## src/rtl/dsm_bitstream_decoder_pkg.sv

```systemverilog
// Shared delta-sigma defaults and decoder types.
// The DAC-side encoder and this decoder both take their widths from here so
// that the two ends of a DSM link always agree on sample width and window.
package dsm_bitstream_decoder_pkg;

  // Width of one reconstructed (or encoded) sample.
  localparam int DSM_DATA_WIDTH = 4;

  // Decimation window is 2^DSM_OSR_LOG2 bitstream bits; must be >= DSM_DATA_WIDTH.
  localparam int DSM_OSR_LOG2   = 4;

  // What the output register does on a given clock edge.
  typedef enum logic [1:0] {
    OUT_HOLD      = 2'd0,  // keep data and valid as they are
    OUT_LOAD      = 2'd1,  // window closed, slot free or being drained: load new sample
    OUT_OVERWRITE = 2'd2,  // window closed onto an unconsumed sample: replace it, flag overrun
    OUT_CONSUME   = 2'd3   // consumer took the sample, nothing new arriving
  } out_action_e;

endpackage : dsm_bitstream_decoder_pkg

```

## src/rtl/dsm_bitstream_decoder_window.sv

```systemverilog
// dsm_window_counter: counts strobed bitstream bits over a window of
// 2^OSR_LOG2 strobes and reports the ones total on the closing strobe.
// The closing strobe's own bit is folded into the total combinationally, and
// the counter/accumulator restart on that same edge, so back-to-back windows
// never drop a strobe.
module dsm_window_counter
  import dsm_bitstream_decoder_pkg::*;
#(
  parameter int OSR_LOG2 = DSM_OSR_LOG2
) (
  input  logic                i_clk,
  input  logic                i_rst_n,
  input  logic                i_sample,
  input  logic                i_dsm_bit,
  output logic                o_close,
  output logic [OSR_LOG2:0]   o_total
);

  localparam logic [OSR_LOG2-1:0] LP_LAST = '1;
  localparam logic [OSR_LOG2-1:0] LP_ONE  = {{(OSR_LOG2-1){1'b0}}, 1'b1};

  logic [OSR_LOG2-1:0] r_bit_cnt;
  logic [OSR_LOG2:0]   r_acc;

  logic                w_last;
  logic [OSR_LOG2:0]   w_total;

  // Window close is the strobe that lands on the last count; total includes that bit.
  always_comb begin
    w_last  = (r_bit_cnt == LP_LAST);
    w_total = r_acc + {{OSR_LOG2{1'b0}}, i_dsm_bit};
  end

  // Count strobes and accumulate ones; restart both at window close.
  always_ff @(posedge i_clk or negedge i_rst_n) begin
    if (!i_rst_n) begin
      r_bit_cnt <= '0;
      r_acc     <= '0;
    end else if (i_sample) begin
      r_bit_cnt <= r_bit_cnt + LP_ONE;
      if (w_last) begin
        r_acc <= '0;
      end else begin
        r_acc <= w_total;
      end
    end
  end

  assign o_close = i_sample && w_last;
  assign o_total = w_total;

endmodule : dsm_window_counter

```

## src/rtl/dsm_bitstream_decoder.sv

```systemverilog
// dsm_bitstream_decoder: decimating decoder for a first-order delta-sigma
// bitstream. The window counter produces a ones total every 2^OSR_LOG2
// strobes; this top scales it to DATA_WIDTH bits (saturating all-ones rather
// than wrapping), holds it in a single-entry output register and runs a
// valid/ready handshake with a one-cycle overrun pulse when an unconsumed
// sample is replaced.
// OSR_LOG2 must be >= DATA_WIDTH.
module dsm_bitstream_decoder
  import dsm_bitstream_decoder_pkg::*;
#(
  parameter int DATA_WIDTH = DSM_DATA_WIDTH,
  parameter int OSR_LOG2   = DSM_OSR_LOG2
) (
  input  logic                  i_clk,
  input  logic                  i_rst_n,
  input  logic                  i_sample,
  input  logic                  i_dsm_bit,
  output logic [DATA_WIDTH-1:0] o_data,
  output logic                  o_valid,
  input  logic                  i_ready,
  output logic                  o_overrun
);

  localparam int                LP_SHIFT   = OSR_LOG2 - DATA_WIDTH;
  localparam logic [OSR_LOG2:0] LP_MAX_EXT =
    {{(OSR_LOG2 + 1 - DATA_WIDTH){1'b0}}, {DATA_WIDTH{1'b1}}};

  // Scale a window total down to DATA_WIDTH bits. A window of all ones gives
  // 2^OSR_LOG2, which after the shift is one past full scale; clamp it so it
  // reads as maximum instead of wrapping to zero.
  function automatic logic [DATA_WIDTH-1:0] sat_result(input logic [OSR_LOG2:0] total);
    logic [OSR_LOG2:0] shifted;
    shifted = total >> LP_SHIFT;
    if (shifted > LP_MAX_EXT) begin
      return {DATA_WIDTH{1'b1}};
    end
    return shifted[DATA_WIDTH-1:0];
  endfunction

  logic                  w_close_p0;
  logic [OSR_LOG2:0]     w_total_p0;
  logic [DATA_WIDTH-1:0] w_result_p0;
  out_action_e           w_action;

  logic [DATA_WIDTH-1:0] r_data_p1;
  logic                  r_vld_p1;
  logic                  r_ovr_p1;

  dsm_window_counter #(
    .OSR_LOG2 (OSR_LOG2)
  ) u_window (
    .i_clk     (i_clk),
    .i_rst_n   (i_rst_n),
    .i_sample  (i_sample),
    .i_dsm_bit (i_dsm_bit),
    .o_close   (w_close_p0),
    .o_total   (w_total_p0)
  );

  // Stage p0 -> p1: window close result enters the output register.
  // Decide the output register action from close strobe and handshake state.
  always_comb begin
    w_result_p0 = sat_result(w_total_p0);
    w_action    = OUT_HOLD;
    if (w_close_p0) begin
      if (r_vld_p1 && !i_ready) begin
        w_action = OUT_OVERWRITE;
      end else begin
        w_action = OUT_LOAD;
      end
    end else if (r_vld_p1 && i_ready) begin
      w_action = OUT_CONSUME;
    end
  end

  // Output register and handshake; overrun is a single-cycle pulse.
  always_ff @(posedge i_clk or negedge i_rst_n) begin
    if (!i_rst_n) begin
      r_data_p1 <= '0;
      r_vld_p1  <= 1'b0;
      r_ovr_p1  <= 1'b0;
    end else begin
      unique case (w_action)
        OUT_LOAD: begin
          r_data_p1 <= w_result_p0;
          r_vld_p1  <= 1'b1;
          r_ovr_p1  <= 1'b0;
        end
        OUT_OVERWRITE: begin
          r_data_p1 <= w_result_p0;
          r_vld_p1  <= 1'b1;
          r_ovr_p1  <= 1'b1;
        end
        OUT_CONSUME: begin
          r_vld_p1  <= 1'b0;
          r_ovr_p1  <= 1'b0;
        end
        default: begin
          r_ovr_p1  <= 1'b0;
        end
      endcase
    end
  end

  assign o_data    = r_data_p1;
  assign o_valid   = r_vld_p1;
  assign o_overrun = r_ovr_p1;

endmodule : dsm_bitstream_decoder

```

## config.mk

```make
export PLATFORM = sky130hd
export DESIGN_NAME = dsm_bitstream_decoder
export DESIGN_NICKNAME = d
export VERILOG_FILES = /design/src/rtl/dsm_bitstream_decoder_pkg.sv /design/src/rtl/dsm_bitstream_decoder_window.sv /design/src/rtl/dsm_bitstream_decoder.sv
export SDC_FILE = /design/constraint.sdc
export NUM_CORES = 1
export LEC_CHECK = 0
export BUFFER_PORTS_ARGS = -buffer_cell sky130_fd_sc_hd__buf_2
export CAP_MARGIN = 25
export CORE_UTILIZATION = 46
export CTS_CLUSTER_DIAMETER = 50
export DETAILED_ROUTE_END_ITERATION = 12
export HOLD_SLACK_MARGIN = 0.08
export PLACE_DENSITY = 0.67
export SLEW_MARGIN = 20
export SYNTH_ARGS = -nofsm -noshare
export SYNTH_HDL_FRONTEND = slang
export SYNTH_SLANG_ARGS = --single-unit
export TNS_END_PERCENT = 50
```

## constraint.sdc

```tcl
create_clock -name i_clk -period 1.4 [get_ports i_clk]
set_input_delay 0.07 -clock i_clk [delete_from_list [all_inputs] [get_ports i_clk]]
set_output_delay 0.07 -clock i_clk [all_outputs]
set_load 0.01 [all_outputs]
```

==> flow_metrics.env <==
export IMPL_crit_chain="ha_1 -> ha_4 -> nand3_2 -> xnor2_4 -> a31oi_1"
export IMPL_die_h_um=40.0
export IMPL_r2r_end="o_data[0]"
export IMPL_insertion_delay_ns=0.28
export IMPL_root_buffer="clkbuf_4"
export IMPL_critPathTopFamily="adder cells"
export IMPL_yosys_cell_types_count=20
export IMPL_start_util_pct=50.5
export IMPL_cts_buffer_depth=2
export IMPL_postSynth_topFlopCell="dfrtp_1"
export IMPL_die_x_um=40.0
export IMPL_cts_made_buffers=3
export IMPL_drt_pass1_iter_count=4
export IMPL_rr_startpoint="u_window.r_acc[0]"
export IMPL_syn_inst=59
export IMPL_p_comb_share_pct=35.4
export IMPL_async_flop_share_pct=100
export IMPL_p_int_uw=1000
export IMPL_worstPathRequired_ns=1.56
export IMPL_hold_viol_final=0
export IMPL_synth_edf_count=0
export IMPL_grt_pass1_wl_um=1610
export IMPL_p_leak_uw=0.000370
export IMPL_syn2layout_area_growth_pct=20.3
export IMPL_place_inst=82
export IMPL_synthTopCellsByCount="15 x dfrtp_1, 6 x inv_1, 5 x nor2_1"
export IMPL_n_antenna_cell=0
export IMPL_grt_util_all_layers_pct=15.6
export IMPL_via_per_inst=5.18
export IMPL_max_stage_delay_ns=0.35
export IMPL_relSlewSlack_pct=77.3
export IMPL_path_max_fanout=5
export IMPL_hold_path_class="in2reg"
export IMPL_path_clk_slew_ns=0.09
export IMPL_ys_warn_count=0
export IMPL_nets=82
export IMPL_reg2reg_setup_slack_ns=0.09
export IMPL_synth_most_common_cell="dfrtp_1"
export IMPL_drc=0
export IMPL_syn_avg_cell_area_um2=11.3
export IMPL_yosysTopAreaCellShare_pct=56.4
export IMPL_vias=456
export IMPL_share_seq_of_total_power_pct=49.0
export IMPL_reg2reg_depth=5
export IMPL_grt_max_degree=16
export IMPL_ys_seq_area_share_pct=56.4
export IMPL_start_kind="flop"
export IMPL_path_buf_inv=0
export IMPL_finalCritPeriodShare_pct=93.9
export IMPL_tightest_slew_ns=0.341
export IMPL_cts_sinks=15
export IMPL_port_buffers=10
export IMPL_synthTopCellsByArea="dfrtp_1 56%, ha_1 5.6%, xnor2_1 5.3%, a31oi_1 3.8%, o22ai_1 3.8%"
export IMPL_setup_viol=0
export IMPL_fin_crit_ns=1.31
export IMPL_synth_nets=67
export IMPL_placementRows=13
export IMPL_powerDensity_mw_per_mm2=1940
export IMPL_path_class="reg2reg"
export IMPL_antenna_left=0
export IMPL_min_to="u_window.r_bit_cnt[0]"
export IMPL_whs_path_depth=2
export IMPL_drv_slew=0
export IMPL_end_kind="flop"
export IMPL_drt_iter0_drc=8
export IMPL_max_cap_violations=0
export IMPL_cp_arrival_ns=1.47
export IMPL_cts_max_level=1
export IMPL_p_sw_uw=553
export IMPL_switching_share_pct=35.6
export IMPL_clock_skew_ns=0.00339
export IMPL_slowest_stage="dfrtp_1"
export IMPL_status="complete, no violations"
export IMPL_cts_tree="done"
export IMPL_fin_setup_tns_ns=0
export IMPL_drive_above_1_share_pct=26.0
export IMPL_ios=11
export IMPL_antenna_found_initial=0
export IMPL_yosysTopAreaCell="dfrtp_1"
export IMPL_synth_area_um2=666
export IMPL_die_area_mm2=0.00160
export IMPL_clkPwrFrac_pct=15.6
export IMPL_min_delay_start="i_sample"
export IMPL_grt_pass1_vias=394
export IMPL_postRouteWirelength_um=1070
export IMPL_gp_congestion=0.752
export IMPL_core_mm2=0.00132
export IMPL_wl_per_cell_um=12.1
export IMPL_irDropWorstVdd_mv=0.751
export IMPL_max_freq_mhz=761
export IMPL_holdWs_ns=0.137
export IMPL_instances_no_fill=88
export IMPL_ys_seq_elements=15
export IMPL_gr_total_overflow=0
export IMPL_dp_hpwl_um=740
export IMPL_rsz0062_at_grt="no"
-- power groups by stage --
stage | Clock, µW | Sequential, µW | Combinational (µW)
final | 242 | 762 | 549
after global routing | 275 | 790 | 631
after CTS | 253 | 752 | 524
after detailed placement | 0 | 760 | 516
after global placement | 0 | 749 | 506
after floorplan | 0 | 769 | 351
-- state kept, by name, indices dropped and copies added (netlist names) --
register	count
o_overrun	1
u_window.r_acc	5
o_data	4
o_valid	1
u_window.r_bit_cnt	4
-- metrics by stage --
step	utilization (%)	setup WS [ns]	instance area [µm²]	power, µW
after floorplan	-	0.127	666	1120
after global placement	54.8	0.0867	722	1250
after detailed placement	54.8	0.0463	722	1280
after CTS	58.4	0.0399	769	1530
after global routing	60.8	0.0123	801	1700
final	60.8	0.0851	801	1550
-- layout make-up --
class | count | area (µm²)
fillers | 100 | 517
multi-input cells | 36 | 287
repair buffers | 12 | 70.1
flip-flops and latches | 15 | 375
clock inverters | 1 | 5.00
well taps | 15 | 18.8
clock buffers | 3 | 22.5
inverters | 6 | 22.5
-- worst register-to-register path, cell delays in order, from the launching register on --
cell and delay (ns):
dfrtp_1 0.35, ha_1 0.21, ha_4 0.17, nand3_2 0.12
xnor2_4 0.23, a31oi_1 0.11
-- logic make-up (layout without fill, tap and decap cells) --
logic type,after synthesis,after routing,synth area share [%]
fa+ha+maj,3,3,5.64
buf+inv,8,22,5.26
compound gates,10,10,9.58
simple gates,16,16,12.4
mux,1,1,1.69
flops,15,15,56.4
xor+xnor,6,6,9.02
-- worst max path at each step --
stage	startpoint	endpoint	slack [ns]	cells after the start
after floorplan	u_window.r_acc[0]	o_data[2]	0.13	5
after CTS	u_window.r_acc[0]	o_data[0]	0.04	5
after global placement	u_window.r_acc[0]	o_data[0]	0.09	5
final	u_window.r_acc[0]	o_data[0]	0.09	5
after detailed placement	u_window.r_acc[0]	o_data[0]	0.05	5
after global routing	u_window.r_acc[0]	o_data[3]	0.01	5
-- placed cells by master (no fill, tap or decap) --
master,n
ha_1,2
buf_2,10
nand2b_2,1
o21ai_0,1
xnor2_4,1
nand3_1,1
ha_4,1
clkbuf_4,3
and4_1,1
xor2_1,1
o22ai_1,4
mux2_2,1
dfrtp_1,15
nand4_1,2
clkinv_2,1
nand2b_1,2
a31oi_1,4
inv_1,6
nand3_2,1
xnor2_1,4
nor2_1,5
and3_1,1
dlygate4sd3_1,2
nand2_1,2
o2bb2ai_1,1
-- per-layer routing --
metal / routed length (µm) / track usage [%]
met1: 542 / 20.7
met2: 484 / 22.6
met3: 36 / 3.33
met4: 5 / 10.3
met5: 0 / 0
-- repair_timing --
item                                    CTS  global route
setup buffers                             0             0
endpoints found under the setup margin    0             8
hold buffers                              2             0
resized for setup                         0             5
hold endpoints to repair                 17             0
(Power assumes the default switching activity.)
